==> config.mk <==
export PLATFORM = sky130hd
export DESIGN_NAME = hazard_ctrl
export DESIGN_NICKNAME = d
export VERILOG_FILES = /design/src/rtl/hazard_ctrl_pkg.sv /design/src/rtl/hazard_ctrl_sat_counter.sv /design/src/rtl/hazard_ctrl.sv
export SDC_FILE = /design/constraint.sdc
export NUM_CORES = 1
export LEC_CHECK = 0
export CORE_MARGIN = 1
export CORE_UTILIZATION = 33
export CTS_BUF_LIST = sky130_fd_sc_hd__clkbuf_2
export CTS_CLUSTER_SIZE = 40
export DETAILED_ROUTE_END_ITERATION = 16
export PLACE_DENSITY_LB_ADDON = 0.2
export SETUP_SLACK_MARGIN = 0.15
export SLEW_MARGIN = 10
export SYNTH_ARGS = -nofsm -noshare
export SYNTH_HDL_FRONTEND = slang
export SYNTH_SLANG_ARGS = --single-unit
==> constraint.sdc <==
create_clock -name clk -period 3.6 [get_ports clk]
set_clock_uncertainty 0.15 [all_clocks]
set_input_delay 0.9 -clock clk [delete_from_list [all_inputs] [get_ports clk]]
set_output_delay 0.9 -clock clk [all_outputs]
set_load 0.1 [all_outputs]
==> src/rtl/hazard_ctrl_pkg.sv <==
// Shared definitions for the pipeline hazard controller.
//   RegNumWidth : default register index width of the core
//   HzState     : controller state encoding (RUN / FLUSH / BUSY)
package hazard_ctrl_pkg;

  localparam int RegNumWidth = 5;

  typedef enum logic [1:0] {
    HZ_RUN   = 2'd0,
    HZ_FLUSH = 2'd1,
    HZ_BUSY  = 2'd2
  } HzState;

endpackage

==> src/rtl/hazard_ctrl_sat_counter.sv <==
// Saturating up-counter used for the performance-debug counters.
//   clk   : core clock
//   clr   : synchronous clear, takes priority over inc
//   inc   : count one event this cycle
//   count : current value, sticks at all-ones
module sat_counter #(
  parameter int WIDTH = 16
) (
  input  logic             clk,
  input  logic             clr,
  input  logic             inc,
  output logic [WIDTH-1:0] count
);

  always_ff @(posedge clk) begin
    if (clr) begin
      count <= '0;
    end else if (inc && (count != '1)) begin
      count <= count + WIDTH'(1);
    end
  end

endmodule

==> src/rtl/hazard_ctrl.sv <==
// Pipeline hazard controller for the five-stage core. Detects load-use
// hazards, EX redirects and multi-cycle EX occupancy and drives the
// PC/IF-ID enables, ID/EX bubble, EX hold and flush. Keeps saturating
// stall and redirect counters.
//   clk, rst                  : core clock, synchronous active-high reset
//   id_rs1/id_rs2, id_use_*   : sources of the instruction in ID
//   ex_rd, ex_mem_read        : destination / load flag of the instruction in EX
//   ex_redirect, ex_busy      : redirect resolved in EX, multi-cycle unit busy
//   pc_write, ifid_write      : front-end write enables
//   idex_bubble, ex_hold      : ID/EX NOP insert, EX freeze
//   flush                     : squash IF/ID and ID/EX
//   stall_cnt, flush_cnt      : load-use stall cycles, redirects taken
//
// state    | meaning
// ---------+----------------------------------------------------------
// HZ_RUN   | normal issue; redirect > busy > load-use > advance
// HZ_FLUSH | extra flush cycles after a redirect, fcnt cycles remain
// HZ_BUSY  | multi-cycle EX op in flight, pipeline frozen
module hazard_ctrl
  import hazard_ctrl_pkg::*;
#(
  parameter int REG_NUM_WIDTH = RegNumWidth,
  parameter int FLUSH_CYCLES  = 1,
  parameter int CNT_WIDTH     = 16
) (
  input  logic                     clk,
  input  logic                     rst,
  input  logic [REG_NUM_WIDTH-1:0] id_rs1,
  input  logic [REG_NUM_WIDTH-1:0] id_rs2,
  input  logic                     id_use_rs1,
  input  logic                     id_use_rs2,
  input  logic [REG_NUM_WIDTH-1:0] ex_rd,
  input  logic                     ex_mem_read,
  input  logic                     ex_redirect,
  input  logic                     ex_busy,
  output logic                     pc_write,
  output logic                     ifid_write,
  output logic                     idex_bubble,
  output logic                     ex_hold,
  output logic                     flush,
  output logic [CNT_WIDTH-1:0]     stall_cnt,
  output logic [CNT_WIDTH-1:0]     flush_cnt
);

  HzState         state, state_nxt;
  logic [3:0]     fcnt, fcnt_nxt;
  logic           load_use;
  logic           run_eval;
  logic           stall_inc;
  logic           flush_inc;
  logic [CNT_WIDTH-1:0] stall_raw;
  logic [CNT_WIDTH-1:0] flush_raw;

  assign load_use = ex_mem_read && (ex_rd != '0) &&
                    ((id_use_rs1 && (id_rs1 == ex_rd)) ||
                     (id_use_rs2 && (id_rs2 == ex_rd)));

  always_ff @(posedge clk) begin
    if (rst) begin
      state <= HZ_RUN;
      fcnt  <= '0;
    end else begin
      state <= state_nxt;
      fcnt  <= fcnt_nxt;
    end
  end

  always_comb begin
    state_nxt   = state;
    fcnt_nxt    = fcnt;
    pc_write    = 1'b0;
    ifid_write  = 1'b0;
    idex_bubble = 1'b0;
    ex_hold     = 1'b0;
    flush       = 1'b0;
    stall_inc   = 1'b0;
    flush_inc   = 1'b0;
    run_eval    = 1'b0;

    case (state)
      HZ_FLUSH: begin
        // Inputs here belong to squashed instructions and are ignored.
        flush      = 1'b1;
        pc_write   = 1'b1;
        ifid_write = 1'b1;
        if (fcnt <= 4'd1) begin
          state_nxt = HZ_RUN;
          fcnt_nxt  = '0;
        end else begin
          fcnt_nxt = fcnt - 4'd1;
        end
      end
      HZ_BUSY: begin
        if (ex_busy) begin
          ex_hold = 1'b1;
        end else begin
          // Release cycle behaves exactly like a RUN cycle.
          run_eval = 1'b1;
        end
      end
      default: run_eval = 1'b1;
    endcase

    if (run_eval) begin
      if (ex_redirect) begin
        flush      = 1'b1;
        pc_write   = 1'b1;
        ifid_write = 1'b1;
        flush_inc  = 1'b1;
        if (FLUSH_CYCLES > 1) begin
          state_nxt = HZ_FLUSH;
          fcnt_nxt  = 4'(FLUSH_CYCLES - 1);
        end else begin
          state_nxt = HZ_RUN;
        end
      end else if (ex_busy) begin
        ex_hold   = 1'b1;
        state_nxt = HZ_BUSY;
      end else if (load_use) begin
        idex_bubble = 1'b1;
        stall_inc   = 1'b1;
        state_nxt   = HZ_RUN;
      end else begin
        pc_write   = 1'b1;
        ifid_write = 1'b1;
        state_nxt  = HZ_RUN;
      end
    end

    // Reset squashes everything in flight and holds the front end.
    if (rst) begin
      pc_write    = 1'b0;
      ifid_write  = 1'b0;
      idex_bubble = 1'b1;
      ex_hold     = 1'b0;
      flush       = 1'b1;
      stall_inc   = 1'b0;
      flush_inc   = 1'b0;
      state_nxt   = HZ_RUN;
      fcnt_nxt    = '0;
    end
  end

  sat_counter #(.WIDTH(CNT_WIDTH)) u_stall_cnt (
    .clk   (clk),
    .clr   (rst),
    .inc   (stall_inc),
    .count (stall_raw)
  );

  sat_counter #(.WIDTH(CNT_WIDTH)) u_flush_cnt (
    .clk   (clk),
    .clr   (rst),
    .inc   (flush_inc),
    .count (flush_raw)
  );

  // Counters read zero during reset, not only after the clearing edge.
  assign stall_cnt = rst ? '0 : stall_raw;
  assign flush_cnt = rst ? '0 : flush_raw;

endmodule

; ---- Word-level counts from Yosys, hierarchy flattened
; Cells that the tools add are included.
[totals]
elab_cells = 59
ff_bits = 38
input_bits = 22
[op_classes]
muxes = 34
eq_ne = 6
magnitude_cmp = 1
addsub = 3
reduce_logical = 11
[ops]
columns = cell, count
row1 = $add 16x1->16 const B, 2
row2 = $mux 16, 2
row3 = $ne 16x16->1 const B, 2
row4 = $mux 1, 25
row5 = $eq 5x5->1, 2
row6 = $mux 2, 5
row7 = $logic_and 1x1->1, 6
row8 = $reduce_bool 5->1, 1
row9 = $le 4x1->1 const B, 1
row10 = $mux 4, 1
row11 = $reduce_bool 2->1, 2
row12 = $sub 4x1->4 const B, 1
row13 = $eq 2x1->1 const B, 1
row14 = $eq 2x2->1 const B, 1
row15 = $pmux 1 s2, 1
row16 = $reduce_and 2->1, 1
row17 = $logic_or 1x1->1, 1

; ---- Depth between registers and ports, before layout
[depth]
ltp_word = 10
depth_mapped = 7

; ---- Cells and area by module
; From an unflattened synthesis, not the netlist that was laid out.
[hier_totals]
cells_unflattened = 263
hier_area_um2 = 2135.8
[modules_own_cells]
columns = mod, n_inst, area_each_um2, cells_per_inst, seq_area_each_um2
row1 = sat_counter, 2, 848.3, 99, 320.3
row2 = hazard_ctrl, 1, 439.2, 65, 20.0

; ---- Worst setup path after synthesis
; Ideal clock, no wire load.
[synth_timing]
path_type = in2out
from = in ex_rd[2]
to = out pc_write
setup_slack_ns = -2.141
required_time_ns = 2.550
arrival_time_ns = 4.691
path_buffers = 2
path_stages = 7
cell_sequence = xor2_1 > nor4_2 > a32oi_1 > clkbuf_1 > nor2b_1 > o31ai_1 > buf_4
[synth_between]
elab_chain_len = 9
elab_cells_between_ends = 13
classes_between = eq/ne: 2 / mux: 5 / reduce/logical: 6
[synth_rtl]
columns = element, line
row1 = start: declaration, hazard_ctrl.sv:32  ; input logic [REG_NUM_WIDTH-1:0] ex_rd,
row2 = "$eq 5x5->1, on equally long branches", "hazard_ctrl.sv:55, hazard_ctrl.sv:56"
row3 = "$logic_and 1x1->1, on equally long branches", "hazard_ctrl.sv:55, hazard_ctrl.sv:56"
row4 = $logic_or 1x1->1, hazard_ctrl.sv:55  ; ((id_use_rs1 && (id_rs1 == ex_rd)) ||
row5 = $logic_and 1x1->1 (*), hazard_ctrl.sv:54  ; assign load_use = ex_mem_read && (ex_rd != '0) &&
row6 = $mux 1 (*) (5 in series), -
row7 = end: declaration, hazard_ctrl.sv:36  ; output logic pc_write,
; Every way passes the cells marked *; elsewhere a longest branch is shown, timed or not.

; ---- Final worst setup path
[layout_timing]
from = in ex_rd[1]
to = out ifid_write
[layout_between]
elab_chain_len = 9
elab_cells_between_ends = 13
classes_between = eq/ne: 2 / mux: 5 / reduce/logical: 6
[layout_rtl]
columns = element, line
row1 = "$eq 5x5->1, on equally long branches", "hazard_ctrl.sv:55, hazard_ctrl.sv:56"
row2 = "$logic_and 1x1->1, on equally long branches", "hazard_ctrl.sv:55, hazard_ctrl.sv:56"
row3 = $logic_or 1x1->1, hazard_ctrl.sv:55
row4 = $logic_and 1x1->1 (*), hazard_ctrl.sv:54
row5 = $mux 1 (*), hazard_ctrl.sv:119  ; end else if (load_use) begin
row6 = $mux 1 (*), hazard_ctrl.sv:116  ; end else if (ex_busy) begin
row7 = $mux 1 (*), hazard_ctrl.sv:105  ; if (ex_redirect) begin
row8 = $mux 1 (*), hazard_ctrl.sv:104  ; if (run_eval) begin
row9 = $mux 1 (*), hazard_ctrl.sv:131  ; if (rst) begin
row10 = end: declaration, hazard_ctrl.sv:37  ; output logic ifid_write,
; Marked as above.

==> metrics.txt <==
Cells after Synth=~250; number of antenna diodes=0; FF+latch count, synth=33; fraction of registers with async set/reset=0; startpoint types=primary input; combinational power share=0.226; CP Max Fanout=2; Placement Rows=28; highest metal used=met4; Die Wd=roughly 81 um; die height=81.02 um; # IOs=a little under 60; post-DR vias/cell=between 5 and 6; largest net degree at the start of global routing=23; Yosys warning count=0; first-pass GRT wire length=around 8800 um; Core Area=between 5000 and 6000 um^2; Worst Path Required=around 2.6 ns; Met3 Wirelength=234 um; Largest stage delay, worst path=~0.52 ns; final hold vios=0; Hold Path Cell Cnt=2; vias in the first global route=slightly below 2000; Synth cell types=39; Layout fillers=about 550; min-delay worst type=reg -> reg; CTS sink cnt=33; final WL=between 5000 and 6000 um; syn_nets=about 280; FF-to-FF path depth=7; fin nets=around 350; Final Cycle Share=0.9576; Area growth syn-to-layout=61.02%; final setup TNS=0 ns; RSZ-0062 raised after global routing=true; sw power=about 240 uW; gr ovfl total=0; WHS=about 0.36 ns; CTS Hold Bufs=0; Final min period=approximately 3.4 ns; syn avg cell area=just over 8 um^2; crit path kind=in -> out; residual DRC count=0; Finished Layout Cells=roughly 400; Net Sw Frac=0.3298; clock group share of total power=0.257; via count=2068; Synth area leader=dfxtp_1; Setup-failing EPs final=0; Detailed Place HPWL=around 4000 um; DR pass1 iterations=4; Num CTS Buffers=5; CTS tree=yes; Max Cap Violations=0; Storage cell area=~660 um^2; CP arrival=2.40 ns; dpl cells=around 390; WL met2=2687 um; Initial Util=0.3460; Max clock buf depth=2; CP endpoint kind=output pin; Internal Power=~480 uW; critical path's slowest cell=or4_4; Seq pwr share=0.517; count leader, synth=dfxtp_1; total power=roughly 720 uW; status=finished clean; synth cell count leaders=dfxtp_1, nor2b_1, nor2_1; Final ANT Viol Nets=0; share of cells above drive strength 1=0.3622; Leak=around 0.0012 uW; mapped cell area=2061 um^2; initial antenna violation count=0; final slew viol count=0; CTS root buf=clkbuf_2; Met1 Routed Length=roughly 2400 um; register area share after synthesis=0.3206; Slew HR=0.6744; Peak VDD IR=around 0.17 mV; clock latency on the worst-skew pair=between 0.3 and 0.4 ns; area of the multi-input gates=1438 um^2; gr usage total=0.1719; Initial DRC Count=83; top_reg_cell synth=dfxtp_1; actual slew at the worst max-slew pin=0.4839 ns; post-synth top area share=0.3206; Synth area leaders=dfxtp_1, nor2b_1, mux2_2, nor2_1, xnor2_1; drt wl/cell=approximately 13 um; number of synthesized flops with an enable pin=0; most frequent CP cell=buf_6; Max Freq=about 290 MHz; GPL Wtd Cong=0.7765; clock transition at the registers of the reported paths=between 0.15 and 0.2 ns; Port Buf Inserts=a little under 60; die area=between 6000 and 7000 um^2; H-tree depth=2; PwrDens=between 200 and 250 nW/um^2; worst path cell trace=buf_6, or4_4, o21a_1, nor2b_4, o31ai_4, buf_6, buf_12
-- power groups by stage --
stage / registers [uW] / logic, uW / clock network (uW)
floorplan: 380 / 94.6 / 0
global placement: 381 / 160 / 0
detailed placement: 381 / 162 / 0
CTS: 374 / 162 / 193
global route: 375 / 172 / 208
finish: 373 / 163 / 186
-- logic make-up (layout without fill, tap and decap cells) --
group                    after synthesis  count (layout)  share of synthesized area
AO/OA/AOI/OAI                         19              19                    0.06072
XOR/XNOR                              20              20                    0.08500
adder cells (fa/ha/maj)                2               2                    0.01214
buffers and inverters                 18              89                    0.03946
flip-flops                            33              33                     0.3206
multiplexers                          15              15                    0.08197
AND/OR/NAND/NOR                      145             145                     0.4001
-- critical path: cells and delay by family --
family                 cells  cell delay [ns]
and+or+nand+nor            2             0.65
buffers and inverters      3             0.41
AOI/OAI and AO/OA          2             0.43
-- path summary, 6_finish.rpt --
check | startpoint | to | slack, ns
setup / recovery | ex_rd[1] | ifid_write | 0.15
hold / removal | u_stall_cnt.count[15] | u_stall_cnt.count[15] | 0.36
setup reg to reg | u_flush_cnt.count[0] | u_flush_cnt.count[2] | 1.31
hold reg to reg | u_stall_cnt.count[15] | u_stall_cnt.count[15] | 0.36
-- cells in the final DEF (no fill, tap or decap), drive strengths merged --
master / count
a21boi: 1
a21oi: 6
a32oi: 1
and2: 1
and3: 3
buf: 60
clkbuf: 6
clkdlybuf4s50: 5
clkinv: 3
dfxtp: 33
dlygate4sd2: 10
dlymetal6s2s: 1
ha: 2
inv: 4
mux2: 15
nand2: 12
nand2b: 1
nand3: 12
nand4: 15
nor2: 30
nor2b: 32
nor3: 11
nor3b: 2
nor4: 10
nor4b: 3
o21a: 1
o21ai: 2
o21bai: 1
o31ai: 6
o41ai: 1
or2: 3
or3: 2
or3b: 1
or4: 7
xnor2: 12
xor2: 8
-- layer usage --
layer / vias to the layer above / track usage
met2: 34 / 0.2983
met3: 6 / 0.04157
met4: 0 / 0.05357
li1: 1039 / -
met5: - / 0
met1: 989 / 0.2076
-- flip-flops by register name (all words and copies together) (netlist names) --
| name | count |
|---|---|
| u_flush_cnt.count | 16 |
| u_stall_cnt.count | 16 |
| state | 1 |
-- final cells by class --
cell class,instances,area share
Tap cell,75,0.02828
Multi-Input combinational cell,201,0.4333
Clock inverter,3,0.005279
Clock buffer,5,0.007541
Sequential cell,33,0.1991
Inverter,4,0.004525
Timing Repair Buffer,77,0.3220
-- stage by stage --
step / utilization / instance area, um^2 / setup WS [ns]
finish: 0.5571 / 3318 / 0.1528
global route: 0.5571 / 3318 / 0.1067
detailed placement: 0.5450 / 3246 / -0.2584
global placement: 0.5450 / 3246 / -0.2560
floorplan: - / 2166 / -0.4303
CTS: 0.5544 / 3302 / 0.1515
-- repair_timing --
action | 4_1_cts | 5_1_grt
pin swaps | 9 | 5
endpoints found under the setup margin | 3 | 3
resized for setup | 27 | 6
gates cloned | 0 | 0
buffers inserted | 2 | 1
Power figures use the tool's default switching activity.
